**config.mk**
```make
export PLATFORM = sky130hd
export DESIGN_NAME = imem_loader
export DESIGN_NICKNAME = d
export VERILOG_FILES = /design/src/rtl/mips_loader_pkg.sv /design/src/rtl/imem_byte_packer.sv /design/src/rtl/imem_loader.sv
export SDC_FILE = /design/constraint.sdc
export NUM_CORES = 1
export LEC_CHECK = 0
export BUFFER_PORTS_ARGS = -buffer_cell sky130_fd_sc_hd__buf_2
export CORE_ASPECT_RATIO = 1.25
export CORE_UTILIZATION = 54
export DETAILED_ROUTE_END_ITERATION = 12
export GPL_TIMING_DRIVEN = 0
export PLACE_DENSITY = 0.86
export SYNTH_ARGS = -nofsm -noshare
export SYNTH_HDL_FRONTEND = slang
export SYNTH_SLANG_ARGS = --single-unit
```
**constraint.sdc**
```tcl
create_clock -name i_clk -period 2.8 [get_ports i_clk]
set_input_delay 0 -clock i_clk [delete_from_list [all_inputs] [get_ports i_clk]]
set_output_delay 0 -clock i_clk [all_outputs]
set_load 0.05 [all_outputs]
```
**src/rtl/mips_loader_pkg.sv**
```systemverilog
// Shared types and constants for the boot-time instruction-memory loader.
// The CHK state exists only when IMEM_LOADER_CHECKSUM_EN is defined.
package mips_loader_pkg;

   localparam int BYTES_PER_WORD = 4;
   localparam int WORD_W         = 32;
   localparam logic [1:0] LAST_BYTE_IDX = 2'(BYTES_PER_WORD - 1);

   typedef enum logic [1:0] {
      ST_IDLE = 2'd0,
      ST_LOAD = 2'd1,
      ST_DONE = 2'd2
`ifdef IMEM_LOADER_CHECKSUM_EN
      ,
      ST_CHK  = 2'd3
`endif
   } state_t;

endpackage

```
**src/rtl/imem_byte_packer.sv**
```systemverilog
// Packs a big-endian byte stream into 32-bit words. o_word_valid pulses for one
// cycle, the cycle after the fourth byte of a word is accepted.
module imem_byte_packer
   import mips_loader_pkg::*;
(
   input  logic              i_clk,
   input  logic              i_rst,
   input  logic              i_clear,
   input  logic              i_byte_valid,
   input  logic [7:0]        i_byte,
   output logic [1:0]        o_byte_cnt,
   output logic              o_word_valid,
   output logic [WORD_W-1:0] o_word
);

   logic [1:0]        r_cnt;
   logic [WORD_W-9:0] r_shift;
   logic [WORD_W-1:0] r_word;
   logic              r_word_valid;
   logic              w_last;

   assign w_last = (r_cnt == LAST_BYTE_IDX);

   always_ff @(posedge i_clk) begin
      if (i_rst || i_clear) begin
         r_cnt        <= '0;
         r_shift      <= '0;
         r_word_valid <= 1'b0;
      end else begin
         r_word_valid <= 1'b0;
         if (i_byte_valid) begin
            if (w_last) begin
               r_cnt        <= '0;
               r_word_valid <= 1'b1;
            end else begin
               r_cnt   <= r_cnt + 2'd1;
               r_shift <= {r_shift[WORD_W-17:0], i_byte};
            end
         end
      end
   end

   // The completed word is held until the next one, so it stays stable for the write.
   always_ff @(posedge i_clk) begin
      if (i_rst) begin
         r_word <= '0;
      end else if (!i_clear && i_byte_valid && w_last) begin
         r_word <= {r_shift, i_byte};
      end
   end

   assign o_byte_cnt   = r_cnt;
   assign o_word_valid = r_word_valid;
   assign o_word       = r_word;

endmodule

```
**src/rtl/imem_loader.sv**
```systemverilog
// Boot loader: streams bytes into instruction memory and holds the core in reset
// until the image is in place. Define IMEM_LOADER_CHECKSUM_EN for the trailing checksum.
module imem_loader
   import mips_loader_pkg::*;
#(
   parameter int ADDR_W = 10
) (
   input  logic              i_clk,
   input  logic              i_rst,
   input  logic              i_start,
   input  logic [ADDR_W:0]   i_num_words,
   input  logic              i_in_valid,
   input  logic [7:0]        i_in_data,
   output logic              o_in_ready,
   output logic              o_mem_we,
   output logic [ADDR_W-1:0] o_mem_addr,
   output logic [WORD_W-1:0] o_mem_wdata,
   output logic              o_core_rst,
   output logic              o_busy,
   output logic              o_done,
   output logic              o_err
);

   localparam logic [ADDR_W:0] DEPTH_W = {1'b1, {ADDR_W{1'b0}}};
   localparam logic [ADDR_W:0] ONE_W   = {{ADDR_W{1'b0}}, 1'b1};

   state_t            r_state;
   logic              r_in_ready;
   logic              r_busy;
   logic              r_done;
   logic              r_core_rst;
   logic [ADDR_W-1:0] r_addr;
   logic [ADDR_W:0]   r_words_left;

   logic              w_xfer;
   logic              w_start_ok;
   logic              w_last_byte;
   logic              w_word_valid;
   logic [1:0]        w_byte_cnt;
   logic [WORD_W-1:0] w_word;
   logic [ADDR_W:0]   w_n_clamped;

`ifdef IMEM_LOADER_CHECKSUM_EN
   logic [WORD_W-1:0] r_sum;
   logic              r_err;
`endif

   assign w_xfer      = i_in_valid && r_in_ready;
   assign w_start_ok  = i_start && ((r_state == ST_IDLE) || (r_state == ST_DONE));
   assign w_last_byte = w_xfer && (w_byte_cnt == LAST_BYTE_IDX);
   assign w_n_clamped = (i_num_words > DEPTH_W) ? DEPTH_W : i_num_words;

   imem_byte_packer u_packer (
      .i_clk        (i_clk),
      .i_rst        (i_rst),
      .i_clear      (w_start_ok),
      .i_byte_valid (w_xfer),
      .i_byte       (i_in_data),
      .o_byte_cnt   (w_byte_cnt),
      .o_word_valid (w_word_valid),
      .o_word       (w_word)
   );

   always_ff @(posedge i_clk) begin
      if (i_rst) begin
         r_state      <= ST_IDLE;
         r_in_ready   <= 1'b0;
         r_busy       <= 1'b0;
         r_done       <= 1'b0;
         r_core_rst   <= 1'b1;
         r_addr       <= '0;
         r_words_left <= '0;
`ifdef IMEM_LOADER_CHECKSUM_EN
         r_sum        <= '0;
         r_err        <= 1'b0;
`endif
      end else begin
         case (r_state)
            ST_IDLE, ST_DONE: begin
               if (i_start) begin
                  r_core_rst <= 1'b1;
                  r_done     <= 1'b0;
                  r_addr     <= '0;
`ifdef IMEM_LOADER_CHECKSUM_EN
                  r_sum      <= '0;
                  r_err      <= 1'b0;
`endif
                  if (i_num_words == '0) begin
`ifdef IMEM_LOADER_CHECKSUM_EN
                     r_state    <= ST_CHK;
                     r_in_ready <= 1'b1;
                     r_busy     <= 1'b1;
`else
                     r_state    <= ST_DONE;
                     r_done     <= 1'b1;
                     r_core_rst <= 1'b0;
`endif
                  end else begin
                     r_state      <= ST_LOAD;
                     r_words_left <= w_n_clamped;
                     r_in_ready   <= 1'b1;
                     r_busy       <= 1'b1;
                  end
               end
            end
            ST_LOAD: begin
               // Stop accepting once the final byte of the last word is in.
               if (w_last_byte && (r_words_left == ONE_W)) begin
                  r_in_ready <= 1'b0;
               end
               if (w_word_valid) begin
                  r_words_left <= r_words_left - ONE_W;
`ifdef IMEM_LOADER_CHECKSUM_EN
                  r_sum        <= r_sum + w_word;
`endif
                  if (r_words_left == ONE_W) begin
`ifdef IMEM_LOADER_CHECKSUM_EN
                     r_state    <= ST_CHK;
                     r_in_ready <= 1'b1;
`else
                     r_state    <= ST_DONE;
                     r_busy     <= 1'b0;
                     r_done     <= 1'b1;
                     r_core_rst <= 1'b0;
`endif
                  end else begin
                     r_addr <= r_addr + 1'b1;
                  end
               end
            end
`ifdef IMEM_LOADER_CHECKSUM_EN
            ST_CHK: begin
               if (w_last_byte) begin
                  r_in_ready <= 1'b0;
               end
               if (w_word_valid) begin
                  r_state    <= ST_DONE;
                  r_busy     <= 1'b0;
                  r_done     <= 1'b1;
                  r_err      <= (w_word != r_sum);
                  r_core_rst <= (w_word != r_sum);
               end
            end
`endif
            default: begin
               r_state <= ST_IDLE;
            end
         endcase
      end
   end

   assign o_in_ready  = r_in_ready;
   assign o_mem_we    = w_word_valid && (r_state == ST_LOAD);
   assign o_mem_addr  = r_addr;
   assign o_mem_wdata = w_word;
   assign o_core_rst  = r_core_rst;
   assign o_busy      = r_busy;
   assign o_done      = r_done;
`ifdef IMEM_LOADER_CHECKSUM_EN
   assign o_err       = r_err;
`else
   assign o_err       = 1'b0;
`endif

endmodule

```
# Yosys cells after proc, flatten, opt, wreduce, memory -nomap -nowiden
# Cells that the tools add are included.
[word_totals]
reg_bits = 86
latchBits = 0
ram_bits = 0
rom_bits = 0
inputBits = 23
output_inout_bits = 48
mem_count = 0
[op_classes]
add_sub_neg = 3
mul = 0
div = 0
order_cmp = 1
n_eq_ne = 10
shifts = 0
n_mux = 31
bitwise_logic = 2
n_reduce_logical = 22
[ops]
columns = ["operator", "count"]
rows = [
  ["$mux 11", 4],
  ["$mux 10", 3],
  ["$pmux 11 s2", 1],
  ["$pmux 10 s2", 1],
  ["$reduce_and 4->1", 4],
  ["$mux 1", 12],
  ["$eq 11x1->1 const B", 1],
  ["$gt 11x11->1 const B", 1],
  ["$logic_not 11->1", 1],
  ["$sub 11x1->11 const B", 1],
  ["$add 10x1->10 const B", 1],
  ["$mux 2", 5],
  ["$ne 2x2->1 const B", 5],
  ["$pmux 1 s2", 4],
  ["$logic_and 1x1->1", 7],
  ["$reduce_and 5->1", 1],
  ["$eq 2x2->1 const B", 2],
  ["$pmux 2 s2", 1],
  ["$reduce_or 2->1", 2],
  ["$reduce_and 3->1", 1],
  ["$add 2x1->2 const B", 1],
  ["$eq 2x1->1 const B", 1],
  ["$logic_not 2->1", 1],
  ["$logic_or 1x1->1", 2],
  ["5 further kinds", 6],
]

# Longest topological paths before layout
[logic_depth]
depth_word = 6
depth_mapped = 8

# By module
# A second synthesis with hierarchy kept.
[unflattened]
cells_unflattened = 460
area_unflattened_um2 = 3886.2
[modules_own_cells]
columns = ["mod", "instances", "cells_per_inst", "area_per_inst_um2", "seq_area_each_um2"]
rows = [
  ["imem_byte_packer", 1, 261, 2210.9, 1181.1],
  ["imem_loader", 1, 199, 1675.4, 540.5],
]

# Least setup slack after synthesis
# OpenSTA, ideal clock, no wires.
[synth_timing]
path_type = "register -> register"
startpoint = "reg r_words_left[0]"
endpoint = "reg r_words_left[8]"
setup_ps = 127
arrival_time_ps = 1645
required_ps = 2673
path_slack_ps = 1027
path_stages_with_launch = 8
path_buffers = 1
path_cell_list = "dfxtp_1 inv_1 ha_1 or3b_1 clkbuf_1 o311a_1 a311oi_1 a211oi_1"
[synth_via]
elab_chain_len = 3
[synth_lines]
columns = ["item", "line_no", "text"]
rows = [
  ["from (decl)", "imem_loader.sv:33", "logic [ADDR_W:0] r_words_left;"],
  ["from (signal assigned)", "imem_loader.sv:100", "r_words_left <= w_n_clamped;"],
  ["from (signal assigned)", "imem_loader.sv:112", "r_words_left <= r_words_left - ONE_W;"],
  ["$sub 11x1->11", "imem_loader.sv:112", ""],
  ["$mux 11", "imem_loader.sv:111", "if (w_word_valid) begin"],
  ["$pmux 11 s2", "imem_loader.sv:78", "case (r_state)"],
]
# No other way between the ends. The select of a mux whose other input is x is not followed.
# A chain may end at the register's enable or synchronous reset.

# Worst setup path after layout
# Same ends and word-level chain as after synthesis.

==> impl_metrics.py <==
metrics = {
    "status": {
        "status": "complete, no violations",
    },
    "global_routing": {
        "grt_max_degree": 19,
        "grt_pass1_vias": 3415,
        "antenna_found_initial": 0,
        "grtUsageTotal_pct": 26.98,
        "grt_pass1_wl_um": 15460,
        "grt-ovfl-total": 0,
    },
    "floorplanning": {
        "core_sq_um": 6648,
        "die_y_um": 95.34,
        "num_rows": 33,
        "ios": 71,
        "initial_core_util_pct": 56.62,
        "die_x_um": 76.67,
        "dieArea_sq_um": 7310,
    },
    "timing": {
        "max_freq_mhz": 495.5,
        "worst_pin_slew_ps": 604.4,
        "setup_slack_ps": 781.8,
        "rsz0062_at_grt": "false",
        "period_needed_ps": 2018,
        "post-route-period-util_pct": 72.08,
        "setup_viol_count_final": 0,
        "hold_viol": 0,
        "tns_ps": 0,
        "drv_slew": 0,
        "relSlewSlack_pct": 59.17,
        "fin_worst_skew_ps": 15.21,
    },
    "drt": {
        "wire_per_inst_um": 15.22,
        "drt_iter0_drc": 279,
        "ant_nets": 0,
        "avgViaCountPerCell": 5.823,
        "first_pass_iters": 5,
        "drc": 0,
        "num_vias": 3785,
        "dr_wl_met2_um": 5026,
        "highest_layer": "met4",
        "wl_met1_um": 4052,
        "wl_met3_um": 477,
        "totalWireLength_um": 9892,
    },
    "synth": {
        "ys_ff_latch": 86,
        "avgSynthCellArea_sq_um": 8.111,
        "syn-num-nets": 491,
        "async_flop_share_pct": 0,
        "yosys_warnings": 0,
        "synth_cell_types": 57,
        "synth.yosys.seq_area_share_pct": 45.74,
        "synth.cell_area_sq_um": 3764,
        "synthFlopType": "dfxtp_1",
        "postSynthCellCount": 464,
        "synth_edf_count": 0,
    },
    "worst_setup_path": {
        "timing.rr.end": "r_words_left[8]",
        "r2r-start": "r_words_left[0]",
        "crit_required_ps": 3050,
        "crit_path_max_fanout": 8,
        "setup.worst_path.start_class": "register",
        "regToRegSetupSlack_ps": 780,
        "crit_path_end_kind": "register",
        "crit_arrival_ps": 2270,
        "path_delay_family": "compound AO/OA/AOI/OAI gates",
        "worstSetupPathDepth": 7,
        "path_class": "register to register",
        "reg2reg_depth": 7,
        "critPathBufInv": 2,
        "critPathMaxStageDelay_ps": 370,
        "path_cells": "inv_1 -> ha_1 -> or3b_1 -> clkbuf_1 -> o311a_1 -> a311oi_1 -> a211oi_1",
        "endpoint": "r_words_left[8]",
        "crit_path_top_delay_cell": "dfxtp_1",
        "critPathLaunch": "r_words_left[0]",
    },
    "finish": {
        "mostFrequentLayoutCell": "nand2_1",
        "post-route-util_pct": 68.53,
        "multiInputGateArea_sq_um": 1817,
        "nNetsFinal": 585,
        "regArea_sq_um": 1722,
        "n_antenna_cell": 0,
        "fillCellCount": 526,
        "syn_to_final_growth_pct": 21.04,
        "layout_common_cells": "nand2_1, dfxtp_1, a21oi_1, buf_2, clkbuf_1",
        "drive_gt1_share_pct": 20.78,
    },
    "clock_tree": {
        "cts.sinks": 86,
        "cts_max_path_buffers": 2,
        "cts-root-buf": "clkbuf_8",
        "tritoncts": "done",
        "path_clk_slew_ps": 100,
        "ctsResizeCount": 0,
        "cts-buffers-inserted": 9,
        "clock_latency_ps": 360,
        "htree_levels": 3,
    },
    "power": {
        "vdd_drop_max_uv": 367.1,
        "seq_power_share_pct": 52.2,
        "power_mw": 2.431,
        "p_int_mw": 1.707,
        "p_sw_mw": 0.7245,
        "swShare_pct": 29.80,
        "power.leakage_nw": 1.777,
        "p_comb_share_pct": 12.5,
        "clkPwrFrac_pct": 35.3,
        "cellPowerDensity_nw_per_um2": 533.7,
    },
    "placement": {
        "dpl_worst_slack_ps": 817.5,
        "routabilityCongestion": 0.9073,
        "dpl.hpwl_um": 6777,
        "port_buffers": 69,
    },
    "flow_run": {
        "drv_cap": 0,
    },
    "min_path": {
        "hold_class": "primary input to register",
        "hold_start": "i_num_words[1]",
    },
}
-- synthesized netlist by cell type (3+ instances only) --
cell type	number	area [sq um]
a211oi_1	7	52.55
a21oi_1	74	370.4
a311oi_1	5	43.79
a31oi_1	4	25.02
and3_1	4	25.02
buf_2	5	25.02
buf_4	8	60.06
buf_6	3	33.78
clkbuf_1	18	67.56
dfxtp_1	86	1722
ha_1	4	50.05
inv_1	8	30.03
mux2i_1	3	30.03
nand2_1	128	480.5
nand3_1	6	30.03
nand4_1	4	25.02
nor2_1	16	60.06
nor3_1	3	15.01
nor4_1	5	31.28
nor4_2	4	50.05
o21ai_1	4	20.02
o31ai_1	7	52.55
or2_2	3	18.77
or3_1	6	37.54
or4_1	6	45.04
-- layer usage --
layer / vias up / GRT usage [%]
met3: 38 / 4.019
met4: 0 / 14.90
met1: 1775 / 30.41
met5: - / 0
li1: 1809 / -
met2: 163 / 48.96
-- worst min-delay path by stage --
stage / endpoint / depth (start not counted)
6_report: r_words_left[1] / 3
5_1_grt: r_state[1] / 4
4_1_cts: r_words_left[1] / 3
3_5_place_dp: u_packer.o_word[1] / 3
3_3_place_gp: u_packer.r_shift[0] / 3
2_1_floorplan: u_packer.r_shift[0] / 2
-- cell families after synthesis --
kind of cell	count (synthesis)	synth area share (%)
adder cells (fa/ha/maj)	4	1.330
other	1	0.09964
buffers and inverters	44	5.984
AND/OR/NAND/NOR	205	26.63
AO/OA/AOI/OAI	121	19.42
multiplexers	3	0.7979
flip-flops	86	45.74
-- flip-flops by register name, indices dropped and copies added (netlist names) --
name	flops
u_packer.o_byte_cnt	2
o_mem_addr	10
o_done	1
o_in_ready	1
u_packer.r_shift	24
o_busy	1
r_state	2
r_words_left	11
o_core_rst	1
u_packer.o_word_valid	1
u_packer.o_word	32
-- worst reg2reg max path, delay by kind of cell, from the launching register on --
kind | cells | cell delay (ps)
buffers and inverters | 2 | 290
and+or+nand+nor | 1 | 340
AOI/OAI and AO/OA | 3 | 730
DFF | 1 | 370
adders and majority gates | 1 | 180
-- area by class of cell --
| class | count | area share, % |
|---|---|---|
| Inverter | 10 | 0.8514 |
| Sequential cell | 86 | 37.79 |
| Buffer | 34 | 4.092 |
| Multi-Input combinational cell | 334 | 39.88 |
| Clock inverter | 7 | 1.620 |
| Tap cell | 87 | 2.389 |
| Timing Repair Buffer | 83 | 10.66 |
| Clock buffer | 9 | 2.719 |
-- power by group through the flow --
stage                     Sequential, mW  Combinational [mW]  Clock, mW
after floorplan                     1.31               0.185          0
after global placement              1.30               0.272          0
after detailed placement            1.30               0.279          0
after CTS                           1.27               0.296      0.863
after global routing                1.27               0.326      0.911
final                               1.27               0.304      0.859
-- stage by stage --
| step | hold slack [ps] | cell area (sq um) | cells |
|---|---|---|---|
| after CTS | 4.438 | 4556 | 650 |
| after detailed placement | 261.2 | 4218 | 620 |
| after floorplan | 136.0 | 3764 | 464 |
| final | 14.00 | 4556 | 650 |
| after global placement | 255.3 | 4218 | 620 |
| after global routing | 42.79 | 4556 | 650 |
-- what timing repair did --
action | CTS | global route
buffers inserted | 0 | 0
hold buffers | 14 | 0
hold endpoints to repair | 20 | 0
Note: power is estimated with default switching activity, not from simulation.
